===== config.mk =====
export PLATFORM = sky130hd
export DESIGN_NAME = mvm_host_sequencer
export DESIGN_NICKNAME = d
export VERILOG_FILES = /design/src/rtl/mvm_host_pkg.sv /design/src/rtl/mvm_stream_fifo.sv /design/src/rtl/mvm_host_sequencer.sv
export SDC_FILE = /design/constraint.sdc
export NUM_CORES = 1
export LEC_CHECK = 0
export BUFFER_PORTS_ARGS = -buffer_cell sky130_fd_sc_hd__buf_2
export CORE_UTILIZATION = 29
export CTS_CLUSTER_SIZE = 25
export DETAILED_ROUTE_END_ITERATION = 8
export PLACE_DENSITY = 0.54
export SLEW_MARGIN = 20
export SYNTH_ARGS = -nofsm -noshare
export SYNTH_HDL_FRONTEND = slang
export SYNTH_SLANG_ARGS = --single-unit

===== constraint.sdc =====
create_clock -name clk -period 3.9 [get_ports clk]
set_input_delay 0.78 -clock clk [delete_from_list [all_inputs] [get_ports clk]]
set_output_delay 0.78 -clock clk [all_outputs]
set_load 0.01 [all_outputs]

===== src/rtl/mvm_host_pkg.sv =====
`default_nettype none
// ============================================================================
//  Module   : mvm_host_pkg
//  Purpose  : Shared types and constants for the MVM host sequencer. Holds the
//             sequencer state encoding, the default dimensions and the derived
//             counter widths for those defaults.
//  Ports    : none (package)
//  Revision : 1.0  initial release
// ============================================================================
package mvm_host_pkg;

    localparam int K_DEF        = 32;
    localparam int DONE_TMO_DEF = 4096;

    // Counter widths for the default configuration. The top level re-derives
    // them from its own parameters so that overridden sizes stay consistent.
    localparam int AW = $clog2(K_DEF * K_DEF);
    localparam int VW = $clog2(K_DEF);
    localparam int CW = $clog2(DONE_TMO_DEF);

    typedef enum logic [3:0] {
        ST_IDLE      = 4'd0,
        ST_WAIT_M    = 4'd1,
        ST_PULSE_M   = 4'd2,
        ST_BURST_M   = 4'd3,
        ST_GAP_M     = 4'd4,
        ST_WAIT_V    = 4'd5,
        ST_PULSE_V   = 4'd6,
        ST_BURST_V   = 4'd7,
        ST_GAP_V     = 4'd8,
        ST_START     = 4'd9,
        ST_WAIT_DONE = 4'd10,
        ST_LAT       = 4'd11,
        ST_CAPTURE   = 4'd12
    } state_t;

    function automatic int min_int(input int a, input int b);
        return (a < b) ? a : b;
    endfunction

endpackage
`default_nettype wire


===== src/rtl/mvm_stream_fifo.sv =====
`default_nettype none
// ============================================================================
//  Module   : mvm_stream_fifo
//  Purpose  : Synchronous first-word-fall-through FIFO with occupancy count.
//             A push while full is refused even if a pop happens in the same
//             cycle; a pop while empty is ignored.
//  Ports    : clk, reset (async, active-low)
//             push/push_data  - write side
//             pop/pop_data    - read side, pop_data shows the head entry
//             count/full/empty - occupancy status
//  Revision : 1.0  initial release
// ============================================================================
module mvm_stream_fifo
    import mvm_host_pkg::*;
#(
    parameter int W     = 8,
    parameter int DEPTH = 64
) (
    input  logic                     clk,
    input  logic                     reset,
    input  logic                     push,
    input  logic [W-1:0]             push_data,
    input  logic                     pop,
    output logic [W-1:0]             pop_data,
    output logic [$clog2(DEPTH):0]   count,
    output logic                     full,
    output logic                     empty
);

    localparam int PW = $clog2(DEPTH);

    logic [W-1:0]  mem [DEPTH];
    logic [PW-1:0] wr_ptr;
    logic [PW-1:0] rd_ptr;
    logic          do_push;
    logic          do_pop;

    assign full     = (count == (PW+1)'(DEPTH));
    assign empty    = (count == '0);
    assign do_push  = push & ~full;
    assign do_pop   = pop & ~empty;
    assign pop_data = mem[rd_ptr];

    // Storage carries no reset; only pointers and count define validity.
    always_ff @(posedge clk) begin
        if (do_push) begin
            mem[wr_ptr] <= push_data;
        end
    end

    // DEPTH is a power of two, so the pointers wrap naturally.
    always_ff @(posedge clk or negedge reset) begin
        if (!reset) begin
            wr_ptr <= '0;
            rd_ptr <= '0;
            count  <= '0;
        end else begin
            if (do_push) begin
                wr_ptr <= wr_ptr + PW'(1);
            end
            if (do_pop) begin
                rd_ptr <= rd_ptr + PW'(1);
            end
            case ({do_push, do_pop})
                2'b10:   count <= count + (PW+1)'(1);
                2'b01:   count <= count - (PW+1)'(1);
                default: count <= count;
            endcase
        end
    end

endmodule
`default_nettype wire


===== src/rtl/mvm_host_sequencer.sv =====
`default_nettype none
// ============================================================================
//  Module   : mvm_host_sequencer
//  Purpose  : Host-side driver for the serial MVM engine. Buffers an input
//             element stream, replays it to the engine as gapless matrix and
//             vector bursts, starts the engine, captures the K-element result
//             burst and drains it over valid/ready.
//  Ports    : clk, reset (async, active-low)
//             job_go/job_reuse_mat          - job request (ignored while busy)
//             in_data/in_valid/in_ready     - operand input stream
//             mvm_loadMatrix/loadVector/start, mvm_data_in  - engine controls
//             mvm_done, mvm_data_out        - engine completion and results
//             res_data/res_valid/res_ready/res_last - result output stream
//             busy, err_underrun, err_timeout, err_clear - status
//  Revision : 1.0  initial release
// ============================================================================
module mvm_host_sequencer
    import mvm_host_pkg::*;
#(
    parameter int K           = K_DEF,
    parameter int B           = 8,
    parameter int IN_DEPTH    = 64,
    parameter int FILL_THRESH = 32,
    parameter int OUT_LAT     = 2,
    parameter int DONE_TMO    = DONE_TMO_DEF
) (
    input  logic           clk,
    input  logic           reset,
    input  logic           job_go,
    input  logic           job_reuse_mat,
    input  logic [B-1:0]   in_data,
    input  logic           in_valid,
    output logic           in_ready,
    output logic           mvm_loadMatrix,
    output logic           mvm_loadVector,
    output logic           mvm_start,
    output logic [B-1:0]   mvm_data_in,
    input  logic           mvm_done,
    input  logic [2*B-1:0] mvm_data_out,
    output logic [2*B-1:0] res_data,
    output logic           res_valid,
    input  logic           res_ready,
    output logic           res_last,
    output logic           busy,
    output logic           err_underrun,
    output logic           err_timeout,
    input  logic           err_clear
);

    localparam int ELEM_W   = $clog2(K * K) + 1;
    localparam int TMO_W    = (DONE_TMO > 1) ? $clog2(DONE_TMO) : 1;
    localparam int IN_CW    = $clog2(IN_DEPTH) + 1;
    localparam int RES_CW   = $clog2(K) + 1;
    localparam int RIDX_W   = (K > 1) ? $clog2(K) : 1;
    localparam int MAT_FILL = min_int(FILL_THRESH, K * K);
    localparam int VEC_FILL = min_int(FILL_THRESH, K);
    // LAT is held OUT_LAT-1 cycles; the counter starts at 0 on entry.
    localparam int LAT_LAST = (OUT_LAT >= 2) ? OUT_LAT - 2 : 0;

    state_t              state;
    state_t              state_next;
    logic [ELEM_W-1:0]   elem_cnt;
    logic [TMO_W-1:0]    tmo_cnt;
    logic [RIDX_W-1:0]   res_idx;
    logic                ready_en;
    logic                in_burst;

    logic                in_push;
    logic                in_pop;
    logic [B-1:0]        in_head;
    logic [IN_CW-1:0]    in_count;
    logic                in_full;
    logic                in_empty;

    logic                res_push;
    logic                res_pop;
    logic [2*B-1:0]      res_head;
    logic [RES_CW-1:0]   res_count;
    logic                res_full;
    logic                res_empty;

    // in_ready stays low until the first clock after reset is released so
    // that every output reads 0 while reset is held.
    assign in_ready  = ready_en & ~in_full;
    assign in_push   = in_valid & in_ready;
    assign in_burst  = (state == ST_BURST_M) || (state == ST_BURST_V);

    assign res_valid = ~res_empty;
    assign res_data  = res_empty ? '0 : res_head;
    assign res_pop   = res_valid & res_ready;
    assign res_last  = res_valid && (res_idx == RIDX_W'(K - 1));
    assign busy      = (state != ST_IDLE) || (res_count != '0);

    mvm_stream_fifo #(
        .W     (B),
        .DEPTH (IN_DEPTH)
    ) u_in_fifo (
        .clk       (clk),
        .reset     (reset),
        .push      (in_push),
        .push_data (in_data),
        .pop       (in_pop),
        .pop_data  (in_head),
        .count     (in_count),
        .full      (in_full),
        .empty     (in_empty)
    );

    mvm_stream_fifo #(
        .W     (2 * B),
        .DEPTH (K)
    ) u_res_fifo (
        .clk       (clk),
        .reset     (reset),
        .push      (res_push),
        .push_data (mvm_data_out),
        .pop       (res_pop),
        .pop_data  (res_head),
        .count     (res_count),
        .full      (res_full),
        .empty     (res_empty)
    );

    always_ff @(posedge clk or negedge reset) begin
        if (!reset) begin
            state <= ST_IDLE;
        end else begin
            state <= state_next;
        end
    end

    always_comb begin
        state_next     = state;
        mvm_loadMatrix = 1'b0;
        mvm_loadVector = 1'b0;
        mvm_start      = 1'b0;
        mvm_data_in    = '0;
        in_pop         = 1'b0;
        res_push       = 1'b0;
        case (state)
            ST_IDLE: begin
                if (job_go && !busy) begin
                    state_next = job_reuse_mat ? ST_WAIT_V : ST_WAIT_M;
                end
            end
            ST_WAIT_M: begin
                if (in_count >= IN_CW'(MAT_FILL)) state_next = ST_PULSE_M;
            end
            ST_PULSE_M: begin
                mvm_loadMatrix = 1'b1;
                state_next     = ST_BURST_M;
            end
            ST_BURST_M: begin
                // An empty FIFO yields a zero element; the burst length is fixed.
                in_pop      = ~in_empty;
                mvm_data_in = in_empty ? '0 : in_head;
                if (elem_cnt == ELEM_W'(K * K - 1)) state_next = ST_GAP_M;
            end
            ST_GAP_M: begin
                state_next = ST_WAIT_V;
            end
            ST_WAIT_V: begin
                if (in_count >= IN_CW'(VEC_FILL)) state_next = ST_PULSE_V;
            end
            ST_PULSE_V: begin
                mvm_loadVector = 1'b1;
                state_next     = ST_BURST_V;
            end
            ST_BURST_V: begin
                in_pop      = ~in_empty;
                mvm_data_in = in_empty ? '0 : in_head;
                if (elem_cnt == ELEM_W'(K - 1)) state_next = ST_GAP_V;
            end
            ST_GAP_V: begin
                state_next = ST_START;
            end
            ST_START: begin
                mvm_start  = 1'b1;
                state_next = ST_WAIT_DONE;
            end
            ST_WAIT_DONE: begin
                // A done arriving on the final timeout cycle still wins.
                if (mvm_done) begin
                    state_next = (OUT_LAT <= 1) ? ST_CAPTURE : ST_LAT;
                end else if (tmo_cnt == TMO_W'(DONE_TMO - 1)) begin
                    state_next = ST_IDLE;
                end
            end
            ST_LAT: begin
                if (elem_cnt == ELEM_W'(LAT_LAST)) state_next = ST_CAPTURE;
            end
            ST_CAPTURE: begin
                res_push = ~res_full;
                if (elem_cnt == ELEM_W'(K - 1)) state_next = ST_IDLE;
            end
            default: begin
                state_next = ST_IDLE;
            end
        endcase
    end

    // Shared element/latency counter: restarts at every state change.
    always_ff @(posedge clk or negedge reset) begin
        if (!reset) begin
            elem_cnt <= '0;
        end else if (state_next != state) begin
            elem_cnt <= '0;
        end else if (in_burst || (state == ST_LAT) || (state == ST_CAPTURE)) begin
            elem_cnt <= elem_cnt + ELEM_W'(1);
        end
    end

    always_ff @(posedge clk or negedge reset) begin
        if (!reset) begin
            tmo_cnt <= '0;
        end else if (state == ST_START) begin
            tmo_cnt <= '0;
        end else if (state == ST_WAIT_DONE) begin
            tmo_cnt <= tmo_cnt + TMO_W'(1);
        end
    end

    // Position of the next popped result within its job, for res_last.
    always_ff @(posedge clk or negedge reset) begin
        if (!reset) begin
            res_idx <= '0;
        end else if (res_pop) begin
            res_idx <= (res_idx == RIDX_W'(K - 1)) ? '0 : res_idx + RIDX_W'(1);
        end
    end

    always_ff @(posedge clk or negedge reset) begin
        if (!reset) begin
            ready_en     <= 1'b0;
            err_underrun <= 1'b0;
            err_timeout  <= 1'b0;
        end else begin
            ready_en <= 1'b1;
            if (err_clear) begin
                err_underrun <= 1'b0;
            end else if (in_burst && in_empty) begin
                err_underrun <= 1'b1;
            end
            if (err_clear) begin
                err_timeout <= 1'b0;
            end else if ((state == ST_WAIT_DONE) && !mvm_done &&
                         (tmo_cnt == TMO_W'(DONE_TMO - 1))) begin
                err_timeout <= 1'b1;
            end
        end
    end

endmodule
`default_nettype wire


# [After elaboration in Yosys (flattened, before gate mapping)]
# Memory sizes are Yosys's and may differ from the RTL's.
# Cells that the tools add are included.
[totals] elab_cells=119 ramBits=1024 regBits=70 memories=2 out_inout_bits=33 inputBits=32
[classes] order_cmp=1 bitwise_logic=11 n_reduce_logical=24 n_mux=34 add_sub_neg=11 eq_ne=23
[memory_table] name="u_in_fifo.mem" words=64 width=8 rd=1 rd_clocked_by_memory_dff=0 wr=1 line_no="mvm_stream_fifo.sv:32" text="logic [W-1:0] mem [DEPTH];"
[memory_table] name="u_res_fifo.mem" words=32 width=16 rd=1 rd_clocked_by_memory_dff=0 wr=1 line_no="mvm_stream_fifo.sv:32"
[ops] cell="one-hot mux 4 bit (13 select lines)" n=1
[ops] cell="two-way mux 4 bit" n=9
[ops] cell="two-way mux 12 bit" n=2
[ops] cell="two-way mux 11 bit" n=2
[ops] cell="== test 4 bit (second input constant)" n=5
[ops] cell="adder 6 x 1 -> 6 bit (second input constant)" n=3
[ops] cell="== test 4 x 3 -> 1 bit (second input constant)" n=4
[ops] cell="two-way mux 16 bit" n=1
[ops] cell="two-way mux 8 bit" n=2
[ops] cell="adder 5 x 1 -> 5 bit (second input constant)" n=3
[ops] cell="one-hot mux 7 bit (2 select lines)" n=1
[ops] cell="two-way mux 1 bit" n=13
[ops] cell="adder 12 x 1 -> 12 bit (second input constant)" n=1
[ops] cell="== test 12 bit (second input constant)" n=1
[ops] cell="one-hot mux 6 bit (2 select lines)" n=1
[ops] cell="nonzero test 2 bit" n=6
[ops] cell="adder 11 x 1 -> 11 bit (second input constant)" n=1
[ops] cell="== test 11 x 10 -> 1 bit (second input constant)" n=1
[ops] cell="== test 11 x 5 -> 1 bit (second input constant)" n=1
[ops] cell="zero test 11 bit" n=1
[ops] cell="== test 4 x 2 -> 1 bit (second input constant)" n=2
[ops] cell="adder 7 x 1 -> 7 bit (second input constant)" n=1
[ops] cell="bitwise AND 1 bit" n=7
[ops] cell="== test 7 bit (second input constant)" n=1
[ops] cell="other kinds (21)" n=34

# [Logic depth before layout (Yosys ltp)]
# Gate-level depths: netlist of the first run.
[logic_depth] ltp_word=8 ltp_mapped=14 mapped_depth_nobuf=13

# [Cells and area by module]
# From an unflattened synthesis of the first run, not the netlist that was laid out.
[hier_totals] cells_unflattened=2323 hier_area_um2=44001.0
[modules_own_cells] module="mvm_stream_fifo at u_in_fifo" cells_per_inst=1087 seq_area_each_um2=15850.2 instances=1 area_each_um2=21134.0
[modules_own_cells] module="mvm_stream_fifo at u_res_fifo" cells_per_inst=979 seq_area_each_um2=15775.1 instances=1 area_each_um2=20544.7
[modules_own_cells] module="mvm_host_sequencer" cells_per_inst=257 seq_area_each_um2=875.8 instances=1 area_each_um2=2322.2

# [Worst setup path before layout of the first run]
# No wires, ideal clock.
[synth_path] path_type="register to register" start="register u_res_fifo.count[0]" end="register u_res_fifo.count[5]" period_less_slack_ns=3.345 setup_ns=0.081 stages_incl_launch_ff=13 slack_ns=0.555 path_buffers=0 required_ns=3.819 t_arrival_ns=3.264 path_cell_list="dfrtp_1 -> or4_1 -> nor3_2 -> inv_2 -> nand2_1 -> inv_2 -> ha_1 -> ha_1 -> a21o_1 -> a21oi_1 -> o21bai_1 -> o311ai_0 -> xnor2_1"
[synth_via] elab_chain_len=6 elab_cells_between_ends=14 classes_between="add/sub (2); eq/ne (3); mux (2); bitwise (5); reduce/logical (2)"
[synth_rtl] element="from (decl)" line_no="mvm_stream_fifo.sv:25" text="output logic [$clog2(DEPTH):0] count,"
[synth_rtl] element="from (signal assigned)" line_no="mvm_stream_fifo.sv:65" text="2'b10: count <= count + (PW+1)'(1);"
[synth_rtl] element="from (signal assigned)" line_no="mvm_stream_fifo.sv:66" text="2'b01: count <= count - (PW+1)'(1);"
[synth_rtl] element="from (signal assigned)" line_no="mvm_stream_fifo.sv:67" text="default: count <= count;"
[synth_rtl] element="zero test 6 bit (*)" line_no="mvm_stream_fifo.sv:39" text="assign empty = (count == '0);"
[synth_rtl] element="inverter 1 bit (*)" line_no="mvm_host_sequencer.sv:88" text="assign res_valid = ~res_empty;"
[synth_rtl] element="via res_valid" line_no="mvm_host_sequencer.sv:41" text="output logic res_valid,"
[synth_rtl] element="bitwise AND 1 bit (*)" line_no="mvm_host_sequencer.sv:90" text="assign res_pop = res_valid & res_ready;"
[synth_rtl] element="via res_pop" line_no="mvm_host_sequencer.sv:76" text="logic res_pop;"
[synth_rtl] element="bitwise AND 1 bit (*)" line_no="mvm_stream_fifo.sv:41" text="assign do_pop = pop & ~empty;"
[synth_rtl] element="== test 2 x 1 -> 1 bit / == test 2 bit (equally long branches)" line_no="mvm_stream_fifo.sv:64" text="case ({do_push, do_pop})"
[synth_rtl] element="one-hot mux 6 bit (2 select lines) / nonzero test 2 bit (equally long branches)"
# The timed path passes the listed nets; every way through them passes the cells marked *.
# A chain may end at the register's enable or synchronous reset.

# [Final worst setup path of the first run]
[layout_path] start="register u_res_fifo.rd_ptr[0]" end="output res_data[4]"
[layout_via] elab_chain_len=2
[layout_rtl] element="from (decl)" line_no="mvm_stream_fifo.sv:34" text="logic [PW-1:0] rd_ptr;"
[layout_rtl] element="from (signal assigned)" line_no="mvm_stream_fifo.sv:62" text="rd_ptr <= rd_ptr + PW'(1);"
[layout_rtl] element="memory (32 x 16 bit)"
[layout_rtl] element="two-way mux 16 bit" line_no="mvm_host_sequencer.sv:89" text="assign res_data = res_empty ? '0 : res_head;"
[layout_rtl] element="to (decl)" line_no="mvm_host_sequencer.sv:40" text="output logic [2*B-1:0] res_data,"
# No other way between the ends.

==> impl_metrics.tcl, run 1 <==
set metrics [dict create \
    ant_nets 0 \
    min_period_ns 3.872 \
    drv_slew 0 \
    cts-root-buf "clkbuf_16" \
    worstPathCellList "clkbuf_16 -> buf_16 -> mux4_2 -> mux4_2 -> mux2i_1 -> buf_4 -> nor2_1 -> buf_2" \
    start_kind "flop" \
    avgSynthCellArea_um2 20.73 \
    final_nets 2411 \
    synth_fp_nets 2152 \
    worst_path_max_delay_cell "mux4_2" \
    critPathCaptureType "output pin" \
    setup_viol 0 \
    grt_pass1_wl_um 153700 \
    vdd_drop_max_uv 379.0 \
    die_x_um 389.0 \
    synth_cell_types 66 \
    fin_util_pct 35.07 \
    async_reset_ff_share_pct 6.399 \
    mostFrequentLayoutCell "edfxtp_1" \
    dieArea_mm2 0.1513 \
    leakagePower_nw 16.87 \
    layout_common_cells "edfxtp_1, mux4_2, buf_4, clkbuf_16, nor2_1" \
    syn_inst 2095 \
    io_pins 65 \
    area_growth_pct 19.67 \
    wl_per_cell_um 24.14 \
    drcViolationCount 0 \
    hold_viol_final 0 \
    cts_tree "done" \
    clk_pin_slew_worst_paths_ns 0.06 \
    fp.dieH_um 389.0 \
    drt_pass1_iterations 5 \
    fmax_mhz 258.3 \
    status "finished, final reports clean" \
    seqPwrFrac_pct 37.8 \
    via_count 21320 \
    tightest_slew_ns 1.129 \
    synth_edf_count 1024 \
    path_delay_family "multiplexers" \
    grt_max_degree 71 \
    synth_ff_type "edfxtp_1" \
    ys_seq_area_share_pct 74.84 \
    path_class "reg2out" \
    rows 141 \
    combinationalPowerShare_pct 31.4 \
    p_per_area_mw_per_mm2 693.0 \
    worstPathArrival_ns 3.09 \
    power_switching_mw 10.81 \
    swShare_pct 30.02 \
    coreArea_mm2 0.1482 \
    drt-total-wl_um 105800 \
    clk_path_buf_depth 3 \
    internal_power_mw 25.21 \
    tns_ns 0 \
    crit_fanout 7 \
    cp.required_ns 3.12 \
    relSlewSlack_pct 24.76 \
    grt-ovfl-total 0 \
    rsz0062_at_grt "true" \
    maxCapViolCount 0 \
    cpMostUsedCell "mux4_2" \
    routed_via_density 4.863 \
    cts_sinks 1094 \
    ys_seq_elements 1094 \
    grt_pass1_vias 22330 \
    start_util_pct 29.31 \
    finalCritPeriodShare_pct 99.28 \
    drive_gt1_share_pct 33.14 \
    gr-usage-all-layers_pct 13.84 \
    io_buffers 64 \
    pwr-share-clk_pct 30.8 \
    crit_buf_inv 4 \
    h-tree-depth 3 \
    antenna_found_initial 13 \
    clkLatencyLatePin_ns 0.74 \
    clock_skew_ns 0.05829 \
    numCtsBuffers 113 \
    hold_path.class "in2reg" \
    crit_path_max_incr_delay_ns 0.55 \
    synth.yosys.warnings 0 \
    gp_congestion 0.7917 \
    netlist_area_mm2 0.04343 \
    place_hpwl_um 63170 \
    first_iter_violations 1725 \
]
## cell families (layout without fill, tap and decap cells)
group                      Yosys count  in the layout  synth area share, %
adders and majority gates           25             25               0.7548
other                                1              4             0.008635
buffers and inverters              129            484                1.242
AOI/OAI and AO/OA                  106            106                1.639
and+or+nand+nor                    324            324                3.742
xor gates and xnor gates            42             42               0.8470
muxes                              374            374                16.93
DFF                               1094           1094                74.84
## worst register-to-register path: cells and delay by family, from the launching register on
family / cells / cell delay (ns)
and+or+nand+nor: 3 / 1.06
buffers and inverters: 2 / 0.22
xor gates and xnor gates: 1 / 0.11
DFF: 1 / 0.39
AOI/OAI and AO/OA: 4 / 0.95
adders and majority gates: 2 / 0.71
## synth_stat cells (all sizes together), types with 4 or more instances
library cell	n	area share (%)
nand3	14	0.16
nor3b	5	0.086
xnor2	31	0.63
mux4	288	15
or3	4	0.058
mux2	4	0.10
nand2	69	0.60
nor4b	5	0.12
a22oi	33	0.57
edfxtp	1024	71
o22ai	10	0.14
clkbuf	52	0.45
nor2	136	1.2
nand4	14	0.20
nor2b	7	0.10
a21o	4	0.069
nand2b	7	0.10
dfrtp	70	4.0
inv	21	0.18
o21ai	25	0.29
or3b	4	0.081
a21oi	11	0.13
nor4	7	0.17
and2	5	0.072
mux2i	82	1.9
nor3	23	0.39
ha	23	0.66
buf	56	0.61
xor2	11	0.22
nand3b	11	0.19
## worst paths after layout
path | cells after the start | start | slack (ns) | endpoint
max | 8 | u_res_fifo.rd_ptr[0] | 0.03 | res_data[4]
min | 2 | err_clear | 0.31 | err_timeout
max reg2reg | 12 | u_in_fifo.count[4] | 0.26 | u_in_fifo.count[6]
min reg2reg | 1 | tmo_cnt[11] | 0.51 | tmo_cnt[11]
max in group asynchronous | 3 | reset | 2.78 | u_in_fifo.count[3]
min in group asynchronous | 2 | reset | 0.51 | u_res_fifo.count[2]
## metrics by stage
step | instance area (um^2) | setup slack (ns) | total power [mW] | cells | hold slack [ns]
global placement | 47150 | 0.3875 | 23.83 | 4130 | 0.4649
CTS | 51610 | -0.07330 | 35.98 | 4370 | 0.2074
detailed placement | 47150 | 0.3784 | 23.99 | 4130 | 0.4925
floorplan | 43430 | 0.5551 | 20.38 | 2095 | 0.4519
global route | 51970 | -0.06135 | 37.42 | 4380 | 0.2608
finish | 51970 | 0.02823 | 36.02 | 4383 | 0.3105
## sequential cells by signal, summed over array words and instances, names as in the netlist
name,count
u_in_fifo.mem,512
u_res_fifo.mem,512
tmo_cnt,12
elem_cnt,11
u_in_fifo.count,7
u_in_fifo.rd_ptr,6
u_in_fifo.wr_ptr,6
u_res_fifo.count,6
res_idx,5
u_res_fifo.rd_ptr,5
u_res_fifo.wr_ptr,5
state,4
err_timeout,1
err_underrun,1
ready_en,1
## layout make-up
cell class / instances / area (um^2)
multi-input combinational: 872 / 10690
clock buffer: 141 / 2963
fill: 13640 / 96220
sequential: 1094 / 32520
inverter: 21 / 78.83
clock inverter: 70 / 904.6
timing repair buffer: 252 / 2394
tap: 1930 / 2415
antenna: 3 / 7.507
## routing by layer
metal  part of all wire, %  wire [um]  vias up  global-route usage (%)
met5                 0.055         58        -                       0
met4                   2.5       2653       10                   3.973
met3                   5.1       5414      191                   2.374
met2                    51      54010      621                   23.97
met1                    41      43680    11340                   17.75
li1                      -          -     9158                       -
## what timing repair did
item | 4_1_cts | 5_1_grt
gates resized for setup | 39 | 23
cloned | 7 | 7
pin swaps | 2 | 3
hold buffers | 0 | 1
buffers inserted | 22 | 1
hold endpoints to repair | 0 | 20
endpoints found under the setup margin | 23 | 22
## power groups by stage
stage          clock network (mW)  logic, mW  registers (mW)
2_1_floorplan                   0       6.84            13.5
3_3_place_gp                    0       9.84            14.0
3_5_place_dp                    0       9.97            14.0
4_1_cts                      11.3       11.1            13.6
5_1_grt                      11.8       12.0            13.6
6_report                     11.1       11.3            13.6
No activity file was read; power rests on OpenSTA's default activity.
==> inputs of run 2 (changes only) <==
--- a/config.mk
+++ b/config.mk
@@ -6,10 +6,12 @@
 export NUM_CORES = 1
 export LEC_CHECK = 0
 export BUFFER_PORTS_ARGS = -buffer_cell sky130_fd_sc_hd__buf_2
+export CELL_PAD_IN_SITES_DETAIL_PLACEMENT = 1
+export CELL_PAD_IN_SITES_GLOBAL_PLACEMENT = 1
 export CORE_UTILIZATION = 29
 export CTS_CLUSTER_SIZE = 25
 export DETAILED_ROUTE_END_ITERATION = 8
-export PLACE_DENSITY = 0.54
+export PLACE_DENSITY = 0.58
 export SLEW_MARGIN = 20
 export SYNTH_ARGS = -nofsm -noshare
 export SYNTH_HDL_FRONTEND = slang
==> impl_metrics.tcl, run 2 (same netlist as run 1, synthesis figures left out) <==
set metrics [dict create \
    relSlewSlack_pct 30.15 \
    coreArea_mm2 0.1482 \
    cts-root-buf "clkbuf_16" \
    multi_input_area_mm2 0.01070 \
    grt_pass1_wl_um 162200 \
    r2r_setup_slack_ns 0.48 \
    die_x_um 389.0 \
    reg2reg_to "u_in_fifo.count[6]" \
    gr-usage-all-layers_pct 14.59 \
    cts_tree "done" \
    tightest_slew_ns 1.048 \
    vdd_drop_max_uv 591.2 \
    start_util_pct 29.31 \
    cts_hold_buf 0 \
    finalCritPeriodShare_pct 99.82 \
    final_cell_area_mm2 0.05228 \
    drive_gt1_share_pct 33.78 \
    maxCapViolCount 0 \
    crit_fanout 7 \
    largestRegisters "u_in_fifo.mem x512, u_res_fifo.mem x512, tmo_cnt x12" \
    p_total_mw 36.45 \
    io_buffers 64 \
    final_nets 2424 \
    numCtsBuffers 115 \
    register_area_mm2 0.03252 \
    hold_viol_final 0 \
    drt_pass1_iterations 7 \
    grt-ovfl-total 0 \
    rows 141 \
    clk_pin_slew_worst_paths_ns 0.06 \
    clk_path_buf_depth 3 \
    timing.hold.ws_ns 0.09700 \
    drcViolationCount 0 \
    setup_ws_ns 0.006849 \
    critPathLaunch "u_res_fifo.rd_ptr[0]" \
    rsz0062_at_grt "true" \
    fin_util_pct 35.28 \
    min_period_ns 3.893 \
    h-tree-depth 3 \
    critPathCapture "res_data[4]" \
    via_count 21510 \
    fp.dieH_um 389.0 \
    critPathCaptureType "output pin" \
    clkLatencyLatePin_ns 0.75 \
    ant_nets 0 \
    wl_per_cell_um 25.23 \
    status "finished, final reports clean" \
    place_hpwl_um 66100 \
    setup_viol 0 \
    worstPathArrival_ns 3.11 \
    place_inst 4139 \
    leakagePower_nw 17.02 \
    path_class "reg2out" \
    reg2regPathDepth 10 \
    grt_pass1_vias 23460 \
    first_iter_violations 1621 \
    start_kind "flop" \
    fill_cells 14580 \
    gp_congestion 0.7668 \
    placed_area_mm2 0.04723 \
    clock_skew_ns 0.06863 \
    layout_common_cells "edfxtp_1, mux4_2, buf_4, clkbuf_16, nor2_1" \
    fmax_mhz 256.9 \
    dieArea_mm2 0.1513 \
    mostFrequentLayoutCell "edfxtp_1" \
    cts_sinks 1094 \
    grt_max_degree 71 \
    reg2reg_from "u_in_fifo.count[4]" \
    io_pins 65 \
    cp.required_ns 3.12 \
    tns_ns 0 \
    final_cells 4396 \
    p_per_area_mw_per_mm2 697.3 \
    routed_via_density 4.894 \
    drv_slew 0 \
    area_growth_pct 20.37 \
    hold_path.class "in2async" \
    drt-total-wl_um 110900 \
    pre_cts_ws_ns 0.4200 \
    antenna_found_initial 4 \
    antennaDiodeCount 0 \
]
-- run 2: changes by cell type in the layout (fill, tap and decap cells not counted), sizes merged, moves of 2 or more --
cell | previous run | this run
buf | 243 | 254
clkinvlp | 6 | 4
bufinv | 15 | 17
clkbuf | 148 | 141
diode | 3 | 0
clkinv | 44 | 57
-- run 2: worst min-delay path by stage --
stage,start,endpoint,slack (ns),cells past startpoint
CTS,err_clear,err_underrun,0.20,2
global placement,res_idx[2],res_idx[2],0.47,1
finish,reset,res_idx[0],0.1,1
global route,reset,res_idx[3],0.13,1
floorplan,res_idx[2],res_idx[2],0.45,1
detailed placement,res_idx[4],res_idx[4],0.49,2
-- run 2: area by class of cell --
class / instances / share of cell area, %
Multi-Input combinational cell: 872 / 20.48
Clock inverter: 82 / 1.920
Timing Repair Buffer: 263 / 4.959
Tap cell: 1930 / 4.619
Inverter: 21 / 0.1508
Clock buffer: 134 / 5.660
Sequential cell: 1094 / 62.21
-- run 2: worst max-delay path: stages (launching register included) --
cell       delay, ns
dfrtp_4         0.47
buf_12          0.18
clkbuf_16       0.18
mux4_2          0.50
mux4_2          0.48
mux2i_2         0.34
nor2_1          0.07
buf_2           0.15
-- run 2: where the power goes --
part           total, mW  switching (mW)  internal [mW]
Sequential          13.7           0.532           13.2
Clock               11.3            4.72           6.61
Combinational       11.4            5.73           5.70
Total               36.5            11.0           25.5
-- run 2: per-layer routing --
layer	vias to the layer above	wire length, um	global-route usage (%)
li1	9175	-	-
met1	11720	47820	18.96
met2	458	56000	25.07
met3	153	4200	2.114
met4	4	2861	4.703
met5	-	29	0
-- run 2: timing repair --
action | CTS | global route
pin swaps | 1 | 10
cloned | 10 | 7
resized for setup | 62 | 14
setup endpoints to repair | 24 | 23
buffers inserted | 25 | 2
